[src/rtl/prbs_pkg.sv]
// Shared PRBS definitions: checker states, LFSR step (taps 15^14), preamble/LFSR sizes.
// Combinational helpers only; no latency and no flow control.
package prbs_pkg;

    typedef enum logic [1:0] {
        HUNT    = 2'd0,
        PATTERN = 2'd1,
        PRBS    = 2'd2
    } state_e;

    localparam int PAT_BYTES = 4;
    localparam int LFSR_W    = 16;

    function automatic logic [LFSR_W-1:0] prbs_next(input logic [LFSR_W-1:0] s);
        return {s[LFSR_W-2:0], s[14] ^ s[15]};
    endfunction

endpackage

[src/rtl/prbs_lfsr16.sv]
// 16-bit PRBS LFSR: load has priority over advance, and the new state is visible the next cycle.
// It has no flow control; the caller asserts advance once per accepted byte.
module prbs_lfsr16
    import prbs_pkg::*;
(
    input  logic              CLK,
    input  logic              RSTn,
    input  logic              load,
    input  logic [LFSR_W-1:0] seed,
    input  logic              advance,
    output logic [LFSR_W-1:0] state
);

    logic [LFSR_W-1:0] state_q;
    logic [LFSR_W-1:0] state_d;

    always_comb begin
        state_d = state_q;
        if (load) begin
            state_d = seed;
        end else if (advance) begin
            state_d = prbs_next(state_q);
        end
    end

    always_ff @(posedge CLK or negedge RSTn) begin
        if (!RSTn) begin
            state_q <= '0;
        end else begin
            state_q <= state_d;
        end
    end

    assign state = state_q;

endmodule

[config.mk]
export PLATFORM = sky130hd
export DESIGN_NAME = prbs_lfsr16
export DESIGN_NICKNAME = d
export VERILOG_FILES = /design/src/rtl/prbs_pkg.sv /design/src/rtl/prbs_lfsr16.sv
export SDC_FILE = /design/constraint.sdc
export NUM_CORES = 1
export LEC_CHECK = 0
export CAP_MARGIN = 15
export CORE_MARGIN = 8
export CORE_UTILIZATION = 50
export CTS_CLUSTER_DIAMETER = 100
export DETAILED_ROUTE_END_ITERATION = 8
export DONT_BUFFER_PORTS = 1
export GPL_TIMING_DRIVEN = 0
export PLACE_DENSITY_LB_ADDON = 0.12
export SYNTH_ARGS = -nofsm -noshare
export SYNTH_HDL_FRONTEND = slang
export SYNTH_SLANG_ARGS = --single-unit
[constraint.sdc]
create_clock -name CLK -period 2.1 [get_ports CLK]
set_input_delay 0.315 -clock CLK [delete_from_list [all_inputs] [get_ports CLK]]
set_output_delay 0.315 -clock CLK [all_outputs]
set_load 0.02 [all_outputs]
==> run summary, run 1 <==
final instance area - 827.0 um2
CP startpoint - state[14]
crit-path max FO - 4
DRT Wirelength - 1659 um
fin crit share - 0.5243
Finished Core Util - 0.5621
Diodes inserted - 0
fin. max-slew vios - 0
Final min period - 1101 ps
actual slew at the worst max-slew pin - 733.7 ps
post-route ant nets - 0
Root Driver - clkbuf_4
die height - 55.01 um
Post-CTS Repair Setup Buffers - 0
Post-Synthesis Mean Instance Area - 10.71 um2
gr ovfl total - 0
WS Path Type - reg2out
post-synthesis net count - 91
CP arrival - 790 ps
Fin Setup TNS - 0 ps
1st-iter DRT viols - 12
H-tree Lvls - 1
Layout Nets - 97
Post-Place Cell Area - 780.7 um2
DRT Pass-1 Iters - 4
DIE WIDTH - 55.01 um
post-synth design cell area - 760.7 um2
CP required - 1780 ps
Ports - 36
Longest Clk Path Bufs - 2
core outline area - 0.001471 mm2
via count - 549
Hold Vio Cnt, Final - 0
final setup vio count - 0
crit end category - output port
worst vdd ir - 0.3975 mV
biggest area consumer among synthesized cells - dfrtp_1
synthesized flop and latch total - 16
Cells after Synth - 71
CTS tree - built
synth top area cells - dfrtp_1, mux2i_1, nand2_1
first-pass GRT wire length - 2573 um
Reg2Reg Launch Point - state[0]
Slew HR - 0.5092
max cap viols - 0
run status - finished clean
CTS Hold Bufs - 1
f_max - 0.9082 GHz
Leak - 0.3937 nW
share of cells above drive strength 1 - 0.1053
area grow syn2layout - 8.717%
WL/cell - 18.03 um
Num CTS Buffers - 3
post-synth top area share - 0.5263
number of global-route vias before repair - 569
clock sink total - 16
max reg flops - 16
Post-DP HPWL - 1233 um
largest net degree at the start of global routing - 17
Worst Hold Launch - load
Synth Warn # - 0
total power draw - 0.6939 mW
Post-Route Skew - 6.295 ps
unrepaired setup endpoints after global routing - no
pwr/cell area - 839.0 mW/mm2
crit path launch type - flip-flop
IO Port Bufs - 0
vias per cell - 5.967
sequential-to-total area share from yosys stat - 0.5263
die area - 0.003026 mm2
antenna violations before repair - 0
GPL Wtd Cong - 0.6633
filler cell count - 147
Netlist cell types - 13
worst hold slack - 146.3 ps
Starting Density - 0.5170
post_cts resized - 0
DRC errors left - 0
clk_lat worst skew - 280 ps
clock slew at reported path FFs - 80 ps
Overall Global Routing Usage - 0.1178
number of cell rows - 14
HP Class - in2reg
## through the flow
stage / setup slack, ps / cells
after floorplan: 1137 / 71
after global placement: 1095 / 87
after detailed placement: 1084 / 87
after CTS: 983.8 / 92
after global routing: 958.4 / 92
final: 998.9 / 92
## final timing paths
path	cells past startpoint	end	slack (ps)
worst max register to register	2	state[0]	1080
worst min-delay path	1	state[12]	150
worst min register to register	2	state[8]	730
min in group asynchronous	1	state[9]	530
worst max-delay path	0	state[14]	1000
max in group asynchronous	1	state[1]	1100
## cell usage after synthesis
cell type  instances
o211ai_2           1
xnor2_1            1
dfrtp_1           16
buf_2              1
or3b_1             1
o21ai_1           10
o21ai_0            5
mux2i_1           15
nand2b_1           1
nand2_1           16
buf_6              1
buf_8              1
clkbuf_1           2
## per-layer routing
metal	vias to the layer above	global-route usage	share of wire
met3	2	0.05882	0.11
met5	-	0	0
met2	23	0.1887	0.47
met4	0	0.04800	0.0084
met1	267	0.1309	0.41
li1	257	-	-
## layout by cell type, fill, tap and decap left out, drive strengths merged
master	synthesis	layout
buf	3	3
clkbuf	2	6
dfrtp	16	16
dlygate4sd3	0	1
mux2i	15	15
nand2	16	16
nand2b	1	1
o211ai	1	1
o21ai	15	15
or3b	1	1
xnor2	1	1
## power by group
part / internal (mW) / switching, mW / leakage [nW]
Clock: 0.105 / 0.0888 / 0.0210
Sequential: 0.340 / 0.0725 / 0.195
Combinational: 0.0418 / 0.0457 / 0.178
## logic make-up (layout without fill, tap and decap cells)
family / after synthesis / after routing / synth area share
xor+xnor: 1 / 1 / 0.01152
simple gates: 18 / 18 / 0.09869
flops: 16 / 16 / 0.5263
compound gates: 16 / 16 / 0.1151
mux: 15 / 15 / 0.1974
buf+inv: 5 / 10 / 0.05098
## final cells by class
type	instances	area (um2)	share of cell area
Clock buffer	4	36.28	0.04387
Sequential cell	16	400.4	0.4841
Tap cell	16	20.02	0.02421
Multi-Input combinational cell	50	321.6	0.3888
Buffer	5	38.79	0.04690
Timing Repair Buffer	1	10.01	0.01210
(Power assumes the default switching activity.)
==> inputs of run 2 (changes only) <==
- clock period: 2.1 -> 1.1 ns (I/O delays scaled with it)
==> run 2 against run 1 <==
Net effect:
- die area unchanged
- power is 92% higher
- critical endpoint is now state[0]
- clock-buffer cell count unchanged
- global-route usage rose by 0.27 points
- non-clock buffer count is 3 higher
- setup slack lost 920 ps
- flip-flop and latch count stayed put
- critical path type is now reg2reg
- wire length grew 0.24%
- clock power is 89% higher
- final cell count is 3.3% higher
- first-iteration DRC count is 8.3% higher
- core utilization up 2.0 points
==> run summary, run 2 (synthesized netlist as in run 1, its figures left out) <==
Diodes inserted - 0 (unchanged)
clock slew at reported path FFs - 90 ps (about the same)
first-pass GRT wire length - 2628 um (+2.1%)
Layout Nets - 100 (+3.1%)
fin. max-slew vios - 0 (unchanged)
IO Port Bufs - 0 (unchanged)
Hold Vio Cnt, Final - 0 (unchanged)
Leak - 0.4062 nW (+3.2%)
CP required - 1300 ps (-480 ps)
Fin Setup TNS - 0 ps (unchanged)
f_max - 0.9800 GHz
Starting Density - 0.5170 (unchanged)
Top Metal Used - met4
antenna violations before repair - 0 (unchanged)
1st-iter DRT viols - 13 (+1)
largest net degree at the start of global routing - 17 (unchanged)
vias per cell - 5.600 (-6.2%)
number of cell rows - 14 (unchanged)
gr ovfl total - 0 (unchanged)
clock sink total - 16 (unchanged)
area grow syn2layout - 12.66%
Longest Clk Path Bufs - 2 (unchanged)
via count - 532 (-3.1%)
CP arrival - 1220 ps (+430 ps)
sequential share of power - 0.593 (about the same)
NetSw - 0.3927 mW (+90%)
run status - finished clean
crit end category - flip-flop
Ports - 36 (unchanged)
Internal - 0.9364 mW (+92%)
CTS tree - built
Post-Route Skew - 3.744 ps (-2.552 ps)
DR WL met2 - 783 um (unchanged)
crit-path max FO - 3 (-1)
fin crit share - 0.9276
worst r2r dst - state[0]
WS Path Type - reg2reg
Overall Global Routing Usage - 0.1205 (+0.002714)
H-tree Lvls - 1 (unchanged)
crit path launch type - flip-flop
final setup vio count - 0 (unchanged)
worst reg2reg path depth - 2 (unchanged)
actual slew at the worst max-slew pin - 720.3 ps (-13.42 ps)
Post-DP HPWL - 1233 um (unchanged)
DRT met1 WL - 699 um (+3.6%)
number of global-route vias before repair - 571 (+0.35%)
filler cell count - 144 (-2.0%)
core outline area - 0.001471 mm2 (unchanged)
GPL Wtd Cong - 0.6633 (unchanged)
pwr/cell area - 1551 mW/mm2 (+85%)
Setup crit end - state[0]
clk_lat worst skew - 270 ps (about the same)
DRT Pass-1 Iters - 4 (unchanged)
die height - 55.01 um (unchanged)
max reg flops - 16 (unchanged)
worst vdd ir - 0.7713 mV (+94%)
unrepaired setup endpoints after global routing - no
max cap viols - 0 (unchanged)
CP startpoint - state[0]
met3 WL post-DR - 165 um (-11%)
WL/cell - 17.51 um (-2.9%)
share of cells above drive strength 1 - 0.1013 (-0.003997)
commonest non-fill, non-tap cells in the layout - nand2_1, dfrtp_1, mux2i_1
Post-CTS Repair Setup Buffers - 0 (unchanged)
post-route ant nets - 0 (unchanged)
DIE WIDTH - 55.01 um (unchanged)
Reg2Reg Launch Point - state[0]
DRC errors left - 0 (unchanged)
HP Class - in2reg
die area - 0.003026 mm2 (unchanged)
Root Driver - clkbuf_4
Net Sw Frac - 0.2954 (-0.002898)
hold path depth - 2 (+1)
Final min period - 1020 ps
Gate power share - 0.131 (+0.005)
Slew HR - 0.5182 (+0.008975)
reg-to-reg slack, setup - 80 ps (-1000 ps)
Num CTS Buffers - 3 (unchanged)
Clk pwr share - 0.276 (-0.004)
DRT Wirelength - 1663 um (+0.24%)
total power draw - 1.329 mW (+92%)
## run 2: cell types whose count changed in the layout (fill, tap and decap cells not counted)
| cell | delta |
|---|---|
| dlygate4sd3_1 | +3 |
## run 2: worst max-delay path: stages (launching register included)
cell and delay (ps):
dfrtp_1 480, or3b_1 390, o211ai_2 80
## run 2: layer usage
metal | track usage | vias to the layer above
li1 | - | 263
met1 | 0.1341 | 249
met2 | 0.1943 | 18
met3 | 0.05882 | 2
met4 | 0.04800 | 0
met5 | 0 | -
## run 2: how the worst min path moves through the flow
stage,start,endpoint,slack [ps]
after floorplan,RSTn,state[0],-130
after global placement,RSTn,state[15],-130
after detailed placement,RSTn,state[15],-130
after CTS,seed[4],state[4],4
after global routing,seed[8],state[8],4
final,seed[4],state[4],20
## run 2: area by class of cell
| type | instances | area, um2 | area share |
|---|---|---|---|
| Clock buffer | 4 | 36.28 | 0.04234 |
| Sequential cell | 16 | 400.4 | 0.4672 |
| Timing Repair Buffer | 4 | 40.04 | 0.04672 |
| Buffer | 5 | 38.79 | 0.04526 |
| Multi-Input combinational cell | 50 | 321.6 | 0.3752 |
| Tap cell | 16 | 20.02 | 0.02336 |
## run 2: power by group through the flow
stage          registers [mW]  clock network (mW)  logic, mW
2_1_floorplan           0.783                   0      0.132
3_3_place_gp            0.802                   0      0.149
3_5_place_dp            0.803                   0      0.153
4_1_cts                 0.791               0.390      0.174
5_1_grt                 0.801               0.415      0.199
6_report                0.788               0.367      0.174
## run 2: repair_timing
action / CTS / global route
resized for setup: 0 / 0
hold buffers: 3 / 1
setup endpoints to repair: 0 / 0
hold endpoints to repair: 18 / 1
## run 2: through the flow
stage               hold slack [ps]  utilization  area [um2]  std cells  setup WS (ps)
finish                        15.50       0.5825       857.1         95          79.63
global route                  3.618       0.5825       857.1         95          24.33
floorplan                    -130.6            -       760.7         71          136.7
CTS                           3.994       0.5757       847.1         94          68.13
global placement             -130.2       0.5306       780.7         87          94.53
detailed placement           -130.2       0.5306       780.7         87          95.83
